## src/rtl/vdec_viterbi.sv

```systemverilog
// Hard-decision Viterbi decoder, K=3 rate-1/2 code (7,5): 4-state ACS with register-exchange survivors.
// Optional channel error estimate port err_cnt when VDEC_ERRCNT_EN is defined.
module vdec_viterbi #(
  parameter int unsigned TB_DEPTH = 16,
  parameter int unsigned METRIC_W = 6
) (
  input  logic        Clock,
  input  logic        reset,
  input  logic        in_valid,
  input  logic        in,
  output logic        out,
  output logic        out_valid
`ifdef VDEC_ERRCNT_EN
  ,
  output logic [15:0] err_cnt
`endif
);

  localparam int unsigned SUM_W = METRIC_W + 1;
  localparam int unsigned CNT_W = $clog2(TB_DEPTH + 1);
  localparam logic [METRIC_W-1:0] METRIC_INIT = METRIC_W'(1) << (METRIC_W - 2);
  localparam logic [SUM_W-1:0]    SAT_LIM     = {1'b0, {METRIC_W{1'b1}}};
  localparam logic [CNT_W-1:0]    CNT_FULL    = CNT_W'(TB_DEPTH);

  logic                phase_q, phase_d;
  logic                a_q, a_d;
  logic                acs_q, acs_d;
  logic [CNT_W-1:0]    cnt_q, cnt_d;
  logic                out_q, out_d;
  logic                out_valid_q, out_valid_d;
  logic [METRIC_W-1:0] metric_q [4];
  logic [METRIC_W-1:0] metric_d [4];
  logic [TB_DEPTH-1:0] path_q [4];
  logic [TB_DEPTH-1:0] path_d [4];

  logic [SUM_W-1:0]    cand0 [4];
  logic [SUM_W-1:0]    cand1 [4];
  logic [SUM_W-1:0]    nm [4];
  logic [SUM_W-1:0]    diff [4];
  logic                take1 [4];
  logic [TB_DEPTH-1:0] surv [4];
  logic [TB_DEPTH-1:0] path_new [4];
  logic [METRIC_W-1:0] metric_new [4];
  logic [SUM_W-1:0]    m_min;
  logic [1:0]          best;

`ifdef VDEC_ERRCNT_EN
  logic [15:0] err_cnt_q, err_cnt_d;
  logic [16:0] err_sum;
`endif

  // Hamming distance between received (a,b) and the code pair leaving state s on input u
  function automatic logic [1:0] branch_metric(input logic [1:0] s, input logic u,
                                               input logic a, input logic b);
    logic g0, g1;
    g0 = u ^ s[0] ^ s[1];
    g1 = u ^ s[1];
    return {1'b0, a ^ g0} + {1'b0, b ^ g1};
  endfunction

  // Add-compare-select for next state {x,u}: predecessors {0,x} and {1,x}, ties to {0,x}
  always_comb begin
    for (int ns = 0; ns < 4; ns++) begin
      cand0[ns] = SUM_W'(metric_q[ns >> 1])
                + SUM_W'(branch_metric(2'(ns >> 1), 1'(ns), a_q, in));
      cand1[ns] = SUM_W'(metric_q[(ns >> 1) + 2])
                + SUM_W'(branch_metric(2'((ns >> 1) + 2), 1'(ns), a_q, in));
      take1[ns] = cand1[ns] < cand0[ns];
      nm[ns]    = take1[ns] ? cand1[ns] : cand0[ns];
      surv[ns]  = take1[ns] ? path_q[(ns >> 1) + 2] : path_q[ns >> 1];
      path_new[ns] = {surv[ns][TB_DEPTH-2:0], 1'(ns)};
    end
    m_min = nm[0];
    for (int ns = 1; ns < 4; ns++) begin
      if (nm[ns] < m_min) m_min = nm[ns];
    end
    for (int ns = 0; ns < 4; ns++) begin
      diff[ns]       = nm[ns] - m_min;
      metric_new[ns] = (diff[ns] > SAT_LIM) ? {METRIC_W{1'b1}} : METRIC_W'(diff[ns]);
    end
  end

  // Lowest-index state holding the zero metric
  always_comb begin
    best = 2'd0;
    for (int ns = 3; ns >= 0; ns--) begin
      if (metric_q[ns] == '0) best = 2'(ns);
    end
  end

`ifdef VDEC_ERRCNT_EN
  assign err_sum = {1'b0, err_cnt_q} + 17'(m_min);
`endif

  always_comb begin
    phase_d     = phase_q;
    a_d         = a_q;
    acs_d       = 1'b0;
    cnt_d       = cnt_q;
    out_d       = out_q;
    out_valid_d = 1'b0;
    metric_d    = metric_q;
    path_d      = path_q;
`ifdef VDEC_ERRCNT_EN
    err_cnt_d   = err_cnt_q;
`endif
    if (in_valid) begin
      phase_d = ~phase_q;
      if (!phase_q) begin
        a_d = in;
      end else begin
        acs_d    = 1'b1;
        metric_d = metric_new;
        path_d   = path_new;
        if (cnt_q != CNT_FULL) cnt_d = cnt_q + CNT_W'(1);
`ifdef VDEC_ERRCNT_EN
        err_cnt_d = err_sum[16] ? 16'hFFFF : err_sum[15:0];
`endif
      end
    end
    // One cycle after an ACS step, emit the oldest bit of the best survivor
    if (acs_q) begin
      out_d       = path_q[best][TB_DEPTH-1];
      out_valid_d = (cnt_q == CNT_FULL);
    end
  end

  always_ff @(posedge Clock or negedge reset) begin
    if (!reset) begin
      phase_q     <= 1'b0;
      a_q         <= 1'b0;
      acs_q       <= 1'b0;
      cnt_q       <= '0;
      out_q       <= 1'b0;
      out_valid_q <= 1'b0;
      metric_q[0] <= '0;
      for (int i = 1; i < 4; i++) metric_q[i] <= METRIC_INIT;
      for (int i = 0; i < 4; i++) path_q[i] <= '0;
`ifdef VDEC_ERRCNT_EN
      err_cnt_q   <= '0;
`endif
    end else begin
      phase_q     <= phase_d;
      a_q         <= a_d;
      acs_q       <= acs_d;
      cnt_q       <= cnt_d;
      out_q       <= out_d;
      out_valid_q <= out_valid_d;
      metric_q    <= metric_d;
      path_q      <= path_d;
`ifdef VDEC_ERRCNT_EN
      err_cnt_q   <= err_cnt_d;
`endif
    end
  end

  assign out       = out_q;
  assign out_valid = out_valid_q;
`ifdef VDEC_ERRCNT_EN
  assign err_cnt   = err_cnt_q;
`endif

endmodule
```

## config.mk

```make
export PLATFORM = sky130hd
export DESIGN_NAME = vdec_viterbi
export DESIGN_NICKNAME = d
export VERILOG_FILES = /design/src/rtl/vdec_viterbi.sv
export SDC_FILE = /design/constraint.sdc
export NUM_CORES = 1
export LEC_CHECK = 0
export BUFFER_PORTS_ARGS = -buffer_cell sky130_fd_sc_hd__clkbuf_2
export CAP_MARGIN = 25
export CORE_ASPECT_RATIO = 1.4
export CORE_MARGIN = 4
export CORE_UTILIZATION = 66
export DETAILED_ROUTE_END_ITERATION = 10
export GPL_ROUTABILITY_DRIVEN = 0
export HOLD_SLACK_MARGIN = 0.1
export PLACE_DENSITY_LB_ADDON = 0.2
export SLEW_MARGIN = 30
export SYNTH_ARGS = -nofsm -noshare
export SYNTH_HDL_FRONTEND = slang
export SYNTH_SLANG_ARGS = --single-unit
```

## constraint.sdc

```tcl
create_clock -name Clock -period 21.9 [get_ports Clock]
set_input_delay 4.38 -clock Clock [delete_from_list [all_inputs] [get_ports Clock]]
set_output_delay 4.38 -clock Clock [all_outputs]
set_load 0.1 [all_outputs]
```

==> flow_summary.yaml <==
cts:
  clkLatencyLatePin_ns: 0.35
  path_clk_slew_ns: 0.08
  clock-sinks: 93
  cts_hold_buf: 0
  cts_buffers: 9
  ctsResizeCount: 0
  h-tree-depth: 3
  cts.path.max_buffers: 2
  post_cts_buffers: 0
  cts_tree: "yes"
  root_buffer: "clkbuf_16"
sta:
  final-setup-viol-count: 0
  min_period_ns: 15.32
  skew_ns: 0.0126
  fin_tns_setup_ns: 0
  fin_crit_sh: 0.700
  drv_slew: 0
  tightest_slew_ns: 0.895
  hold_viol_final: 0
  rsz0062_at_grt: "no"
  worst_slack_ns: 6.58
  slew_headroom: 0.397
  fmax_mhz: 65.3
finish:
  seqCellArea_um2: 2330
  antennaDiodeCount: 0
  nets: 1066
  final_cell_mix: "nand2_1, dfrtp_1, mux2i_1"
  multi_input_area_um2: 6050
  n_fill_cell: 1028
  area_delta_synth_final_pct: 4.57
  layout-drive-gt1-share: 0.0984
  final_common_cell: "nand2_1"
synth:
  synth_enable_flop_cells: 0
  yosysSeqAreaShare: 0.265
  synth_area_um2: 8800
  ys.flop_type: "dfrtp_1"
  synth_cell_types: 103
  ys_ff_latch: 93
  yosysWarnings: 0
  syn-num-nets: 1095
  synth.avg_cell_area_um2: 8.54
  async_reset_ff_frac: 1.00
  synthCells: 1030
worst_setup_path:
  crit_required_ns: 22.11
  critical_path_class: "input port to flop"
  crit_arrival_ns: 15.53
  crit_buf_inv: 7
  endpoint_kind: "flop"
  crit_path_start_kind: "input port"
  crit_top_cell: "ha_1"
  cp_max_fo: 18
  cp_slowest_cell: "a21o_1"
  slowest_delay_ns: 0.54
  path_delay_family: "compound AO/OA/AOI/OAI gates"
die:
  die_h_um: 145
  ios: 6
  rows: 49
  initial_utilization: 0.680
  die_area_um2: 15300
  fp.dieW_um: 106
  design.core.area_um2: 12900
routing:
  vias_per_cell: 6.38
  remaining_drc_errors: 0
  drtIter0Drc: 496
  via_count: 7549
  wl_mm: 22.0
  wl_per_cell_um: 18.5
  dr.pass1.iters: 5
  ant_nets: 0
flow_run:
  max-cap-violations: 0
global_routing:
  grt_max_degree: 119
  grt_pass1_vias: 7407
  grt_pass1_wl_mm: 35.6
  overflow: 0
  antenna_found_initial: 0
  grt.total_usage: 0.292
min_path:
  hold_class: "flop to flop"
placement:
  post-place-ws_ns: 6.37
  port_buffers: 5
  post-dp-hpwl_mm: 16.5
outcome:
  status: "completed"
## per-layer routing
metal | global-route usage | wire length [µm] | share of wire
met1 | 0.332 | 8600 | 0.39
met4 | 0.188 | 1320 | 0.060
met2 | 0.519 | 11000 | 0.50
met5 | 0 | 0 | 0
met3 | 0.0375 | 996 | 0.045
## flip-flops by register name, indices dropped and copies added, names as in the netlist
register / count
path_q: 59
phase_q: 1
acs_q: 1
out: 1
out_valid: 1
cnt_q: 5
a_q: 1
metric_q: 24
## worst paths after layout
check | from | to | slack, ns | depth (start not counted)
worst max-delay path | in | metric_q[3] | 6.58 | 48
worst min-delay path | acs_q | out | 0.46 | 1
worst max register to register | a_q | metric_q[3] | 10.31 | 47
worst min register to register | acs_q | out | 0.46 | 1
max in group asynchronous | reset | path_q[9] | 16.85 | 2
min in group asynchronous | reset | path_q[17] | 4.00 | 1
## per-stage QoR
| stage | hold slack, ns | cell area [µm²] | util | cells |
|---|---|---|---|---|
| 6_report | 0.460 | 9200 | 0.711 | 1184 |
| 4_1_cts | 0.463 | 9190 | 0.710 | 1184 |
| 3_3_place_gp | 0.443 | 8860 | 0.685 | 1167 |
| 2_1_floorplan | 0.431 | 8800 | - | 1030 |
| 5_1_grt | 0.489 | 9200 | 0.711 | 1184 |
| 3_5_place_dp | 0.452 | 8890 | 0.687 | 1168 |
## worst register-to-register path: cells and delay by family (launching register included)
family | cells | cell delay, ns
and+or+nand+nor | 9 | 1.80
adders and majority gates | 8 | 2.42
xor gates and xnor gates | 2 | 0.63
muxes | 4 | 1.29
buffers and inverters | 6 | 0.73
AOI/OAI and AO/OA | 18 | 4.17
DFF | 1 | 0.41
## synthesized netlist by cell type (7+ instances only)
cell,count,area (µm²)
nor2_1,76,285
xnor2_1,47,412
maj3_1,7,70.1
xor2_1,24,210
and2_1,11,68.8
a31oi_1,18,113
buf_6,7,78.8
clkbuf_1,32,120
a21oi_1,40,200
nor2b_1,10,62.6
dfrtp_1,90,2250
o21ai_0,77,385
ha_1,57,713
nand2_1,122,458
mux2i_1,78,781
mux2_2,12,135
nand2b_1,12,75.1
inv_1,45,169
nor3_1,10,50.1
and3_1,8,50.1
o211ai_1,11,82.6
nand3_1,31,155
o21ai_1,8,40.0
nor4_1,9,56.3
a21o_1,25,188
buf_2,9,45.0
## kinds of logic after synthesis
family / Yosys count / synth area share
AND/OR/NAND/NOR: 321 / 0.173
AO/OA/AOI/OAI: 276 / 0.222
buffers and inverters: 102 / 0.0521
multiplexers: 95 / 0.113
flip-flops: 93 / 0.265
XOR/XNOR: 74 / 0.0762
adder cells (fa/ha/maj): 69 / 0.0994
## cell type report
type | instances | share of cell area
tap | 178 | 0.0242
timing repair buffer | 14 | 0.0125
clock inverter | 6 | 0.00667
sequential | 93 | 0.253
multi-input combinational | 835 | 0.658
inverter | 48 | 0.0196
clock buffer | 10 | 0.0260
Power is left out: the tool's default activity adds up to more than one toggle a clock period on the data nets, which glitch-free logic cannot reach.
